### src/rtl/common.sv
// Shared sizing helpers and handshake types for the streaming blocks.
// clog2/bits are constant functions so they can size ports and localparams.
package common;

  // Both sides of the FIFO can fire on the same edge; this names the four cases.
  typedef enum logic [1:0] {
    OP_IDLE = 2'b00,
    OP_POP  = 2'b01,
    OP_PUSH = 2'b10,
    OP_BOTH = 2'b11
  } fifo_op_e;

  function automatic int clog2(input int value);
    int result;
    int remain;
    result = 0;
    remain = value - 1;
    while (remain > 0) begin
      result = result + 1;
      remain = remain >> 1;
    end
    return result;
  endfunction

  // Bits needed to hold the value itself (so DEPTH fits in the count).
  function automatic int bits(input int value);
    int result;
    result = clog2(value + 1);
    if (result < 1) result = 1;
    return result;
  endfunction

endpackage

### src/rtl/stream_fifo_mem.sv
// Storage for stream_fifo: register array with a synchronous write port and an
// asynchronous read port, kept apart so it can be swapped for distributed RAM.
module stream_fifo_mem #(
  parameter int DATA_W = 8,
  parameter int DEPTH  = 16,
  parameter int PTR_W  = 4
) (
  input  logic              clk,
  input  logic              wr_en,
  input  logic [PTR_W-1:0]  wr_addr,
  input  logic [DATA_W-1:0] wr_data,
  input  logic [PTR_W-1:0]  rd_addr,
  output logic [DATA_W-1:0] rd_data
);

  logic [DATA_W-1:0] mem [DEPTH];

  // Contents are intentionally not reset; validity is tracked by the count.
  always_ff @(posedge clk) begin
    if (wr_en) begin
      mem[wr_addr] <= wr_data;
    end
  end

  assign rd_data = mem[rd_addr];

endmodule

### src/rtl/stream_fifo.sv
// Single-clock valid/ready FIFO of arbitrary depth with first-word fall-through.
// Pointers wrap explicitly at DEPTH-1, so non-power-of-two depths work.
module stream_fifo
  import common::*;
#(
  parameter int DATA_W    = 8,
  parameter int DEPTH     = 16,
  parameter int AFULL_LVL = 12
) (
  input  logic                   clk,
  input  logic                   rst_n,
  input  logic                   in_valid,
  output logic                   in_ready,
  input  logic [DATA_W-1:0]      in_data,
  output logic                   out_valid,
  input  logic                   out_ready,
  output logic [DATA_W-1:0]      out_data,
  output logic [bits(DEPTH)-1:0] count,
  output logic                   almost_full
);

  localparam int PTR_W = (clog2(DEPTH) > 1) ? clog2(DEPTH) : 1;
  localparam int CNT_W = bits(DEPTH);

  localparam logic [PTR_W-1:0] LAST_PTR  = PTR_W'(DEPTH - 1);
  localparam logic [CNT_W-1:0] FULL_CNT  = CNT_W'(DEPTH);
  localparam logic [CNT_W-1:0] AFULL_CNT = CNT_W'(AFULL_LVL);

  typedef logic [DATA_W-1:0] data_t;

  logic [PTR_W-1:0] wr_ptr;
  logic [PTR_W-1:0] rd_ptr;
  logic             full;
  logic             empty;
  logic             push;
  logic             pop;
  data_t            head_data;
  fifo_op_e         op;

  function automatic logic [PTR_W-1:0] ptr_next(input logic [PTR_W-1:0] ptr);
    return (ptr == LAST_PTR) ? '0 : ptr + PTR_W'(1);
  endfunction

  // Flags come only from the registered count, so in_ready never sees out_ready.
  assign full        = (count == FULL_CNT);
  assign empty       = (count == '0);
  assign in_ready    = !full;
  assign out_valid   = !empty;
  assign almost_full = (count >= AFULL_CNT);

  assign push     = in_valid & in_ready;
  assign pop      = out_valid & out_ready;
  assign out_data = head_data;

  always_comb begin
    op = OP_IDLE;
    case ({push, pop})
      2'b10:   op = OP_PUSH;
      2'b01:   op = OP_POP;
      2'b11:   op = OP_BOTH;
      default: op = OP_IDLE;
    endcase
  end

  always_ff @(posedge clk or negedge rst_n) begin
    if (!rst_n) begin
      wr_ptr <= '0;
      rd_ptr <= '0;
    end else begin
      if (push) wr_ptr <= ptr_next(wr_ptr);
      if (pop)  rd_ptr <= ptr_next(rd_ptr);
    end
  end

  // A simultaneous push and pop leaves the occupancy unchanged.
  always_ff @(posedge clk or negedge rst_n) begin
    if (!rst_n) begin
      count <= '0;
    end else begin
      case (op)
        OP_PUSH: count <= count + CNT_W'(1);
        OP_POP:  count <= count - CNT_W'(1);
        default: count <= count;
      endcase
    end
  end

  stream_fifo_mem #(
    .DATA_W (DATA_W),
    .DEPTH  (DEPTH),
    .PTR_W  (PTR_W)
  ) u_mem (
    .clk     (clk),
    .wr_en   (push),
    .wr_addr (wr_ptr),
    .wr_data (in_data),
    .rd_addr (rd_ptr),
    .rd_data (head_data)
  );

endmodule

### config.mk
export PLATFORM = sky130hd
export DESIGN_NAME = stream_fifo
export DESIGN_NICKNAME = d
export VERILOG_FILES = /design/src/rtl/common.sv /design/src/rtl/stream_fifo_mem.sv /design/src/rtl/stream_fifo.sv
export SDC_FILE = /design/constraint.sdc
export NUM_CORES = 1
export LEC_CHECK = 0
export ABC_AREA = 1
export CAP_MARGIN = 20
export CORE_ASPECT_RATIO = 1.1
export CORE_MARGIN = 2
export CORE_UTILIZATION = 60
export CTS_CLUSTER_DIAMETER = 40
export CTS_CLUSTER_SIZE = 8
export DETAILED_ROUTE_END_ITERATION = 8
export GPL_TIMING_DRIVEN = 1
export PLACE_DENSITY = 0.85
export REMOVE_ABC_BUFFERS = 1
export SKIP_LAST_GASP = 1
export SYNTH_ARGS = -nofsm -noshare
export SYNTH_HDL_FRONTEND = slang
export SYNTH_SLANG_ARGS = --single-unit
export TNS_END_PERCENT = 50
### constraint.sdc
create_clock -name clk -period 2.6 [get_ports clk]
set_input_delay 0.26 -clock clk [delete_from_list [all_inputs] [get_ports clk]]
set_output_delay 0.26 -clock clk [all_outputs]
set_load 0.03 [all_outputs]
==> run_results.csv <==
group,metric,value,unit
outcome,status,"complete, but fails checks",
outcome,violations,"negative setup slack",
worst_setup_path,critPathRequiredTime,2340,ps
job,max_cap_violations,0,
worst_setup_path,critPathCaptureType,"primary output",
floorplan,initial_utilization,61.4,%
routing,firstDrtPassIters,5,
logic_synthesis,synth.area.top_cells,"edfxtp_1 (64%), nor2_1 (9.3%), dfrtp_1 (5.4%)",
finish,area_delta_synth_final,17.4,%
routing,vias_per_cell,5.95,
clock_tree,root_buffer,"clkbuf_8",
power,p_total,8480,uW
placed_design,dp_hpwl,8800,um
logic_synthesis,netlist_instances,560,
routing,vias,4418,
grt,grtUsageMet2,43.4,%
floorplan,die_area,10900,sq um
finish,seqCellArea,4170,sq um
finish,fillerInstances,588,
logic_synthesis,syn_avg_cell_area,10.8,sq um
logic_synthesis,synth_warnings,0,
placed_design,portBuffers,27,
finish,final_cells,742,
grt,grt_pass1_vias,4386,
clock_tree,cts_tree,"yes",
grt,met1_usage,33.9,%
sta,setup_violations,1,
sta,period_needed,2730,ps
worst_hold_path,min_path_type,"in2async",
worst_setup_path,crit_type,"reg2out",
placed_design,routabilityCongestion,0.892,
clock_tree,clock_path_buffers,2,
routing,drt-initial-drc-count,529,
floorplan,rows,38,
grt,overflow,0,
power,vdd_drop_max,824,uV
worst_setup_path,regToRegSetupSlack,280,ps
floorplan,die_x,99.7,um
worst_setup_path,cp_slowest_cell,"clkdlybuf4s50_1",
routing,drc_errors,0,
worst_setup_path,crit_buf_inv,3,
placed_design,place_inst,710,
logic_synthesis,synth_seq_area_share,69.0,%
clock_tree,clkTransAtPathRegs,60,ps
clock_tree,clk_latency,530,ps
grt,grt_use_total,27.1,%
floorplan,core,9840,sq um
grt,use_met3,7.69,%
grt,grt_max_degree,41,
clock_tree,cts_sinks,141,
grt,antenna_found_initial,0,
worst_setup_path,start_kind,"flip-flop",
power,p_leak,0.00276,uW
logic_synthesis,syn_area,6040,sq um
worst_setup_path,crit_chain,"nand2_1, clkinv_1, nand2_1, nand2_1, inv_1, nand2_1, clkdlybuf4s50_1",
finish,finalNetCount,630,
finish,layout_commonest_cell,"nor2_1",
worst_setup_path,worst_ep_arrival_time,2470,ps
logic_synthesis,ys_seq_elements,141,
logic_synthesis,yosysUniqueCellTypes,23,
sta,max_freq,0.367,GHz
finish,multi_input_area,1620,sq um
routing,routedWlPerCell,18.6,um
routing,postRouteAntennaNets,0,
sta,drv_slew,0,
sta,hold_viol,0,
logic_synthesis,synth_top_cell_area_share,63.6,%
sta,final.setup.tns,-126,ps
routing,drt_wl_total,13800,um
clock_tree,cts-htree-levels,4,
logic_synthesis,synth_top_cell_by_area,"edfxtp_1",
finish,layout_common_cells,"nor2_1 (150), edfxtp_1 (128), nand2_1 (84)",
floorplan,ios,28,
sta,min_period_over_period,105,%
grt,grt_pass1_wl,21800,um
worst_setup_path,path_max_fanout,13,
power,powerDensity,1190,nW/um^2
worst_setup_path,crit_family,"buffers and inverters",
grt,busiest_layer,"met2",
sta,rsz0062_at_grt,"true",
worst_setup_path,max_stage_delay,670,ps
worst_setup_path,path_common_cell,"nand2_1",
sta,tightestPinTransition,750,ps
clock_tree,numCtsBuffers,17,
floorplan,die_y,109,um
sta,max_slew_margin,49.9,%
sta,finClkSkew,5.93,ps
finish,drive_gt1_share,9.49,%
sta,setup_slack,-126,ps
finish,antennaDiodeCount,0,
==> cell type report <==
class                      count  area share, %
timing repair buffer          54           7.09
multi-input combinational    363           22.8
sequential                   141           58.8
clock inverter                10           1.38
inverter                      32           1.69
clock buffer                  22           6.10
tap                          120           2.12
==> stage by stage <==
stage               hold WS [ps]  setup WS (ps)  utilization (%)  instance area [sq um]
finish                       133           -126             72.1                   7100
global route                 181           -217             72.1                   7100
CTS                          141           -161             72.0                   7090
detailed placement           569            271             66.6                   6560
global placement             552            332             66.6                   6560
floorplan                  -35.6           -259                -                   5910
==> cell usage after synthesis <==
| cell type | number |
|---|---|
| o21ai_1 | 26 |
| dfrtp_1 | 13 |
| o21ai_0 | 46 |
| buf_4 | 4 |
| clkbuf_1 | 7 |
| edfxtp_1 | 128 |
| o21bai_1 | 1 |
| nand2_1 | 84 |
| nand3_1 | 36 |
| inv_2 | 3 |
| nand4_1 | 3 |
| nand2_2 | 1 |
| buf_2 | 10 |
| inv_1 | 28 |
| ha_1 | 9 |
| nor2_1 | 150 |
| a21oi_1 | 1 |
| buf_6 | 2 |
| xor2_1 | 4 |
| clkinv_1 | 1 |
| xnor2_1 | 1 |
| buf_1 | 1 |
| nand3b_1 | 1 |
==> report_power, final <==
group / total [uW] / switching, uW / internal (uW)
Combinational: 3280 / 2160 / 1130
Sequential: 3000 / 226 / 2770
Clock: 2200 / 851 / 1350
==> path summary, 6_finish.rpt <==
kind | cells past startpoint | start | endpoint
setup / recovery | 7 | rd_ptr[2] | out_data[0]
hold / removal | 1 | rst_n | wr_ptr[3]
setup reg to reg | 16 | count[1] | count[4]
hold reg to reg | 1 | count[0] | count[0]
max in group asynchronous | 1 | rst_n | rd_ptr[1]
min in group clk | 3 | in_valid | wr_ptr[3]
==> registers in the layout, summed over array words and instances (netlist names) <==
name,count
u_mem.mem,128
count,5
wr_ptr,4
rd_ptr,4
==> per-layer routing <==
| layer | share of wire, % | wire (um) | vias up |
|---|---|---|---|
| met5 | 0 | 0 | - |
| met4 | 3.5 | 480 | 0 |
| met3 | 7.5 | 1040 | 44 |
| met2 | 49 | 6830 | 231 |
| met1 | 40 | 5480 | 2148 |
| li1 | - | - | 1995 |
==> repair_timing <==
action,CTS,global route
endpoints found under the hold margin,0,0
endpoints found under the setup margin,7,6
resized for setup,5,3
cloned,0,0
buffers inserted,0,0
hold buffers,0,0
==> worst reg2reg max path, stage by stage (launching register included) <==
cell     delay (ps)
dfrtp_1         440
nor2_1          160
nand4_1         120
nand2_1         130
inv_1           140
ha_1            310
nand2_1         100
inv_1            50
nor2_1          120
ha_1            160
inv_1            40
nand2_1         100
nand3_1         110
nand2_1          80
nand2_1          50
nand3_1          60
nand2_1          50
==> logic make-up after synthesis <==
| group | Yosys count | share of synthesized area, % |
|---|---|---|
| and+or+nand+nor | 275 | 18.1 |
| DFF | 141 | 69.0 |
| AOI/OAI and AO/OA | 74 | 6.17 |
| buffers and inverters | 56 | 4.18 |
| adders and majority gates | 9 | 1.86 |
| xor gates and xnor gates | 5 | 0.725 |
(Power assumes the default switching activity.)
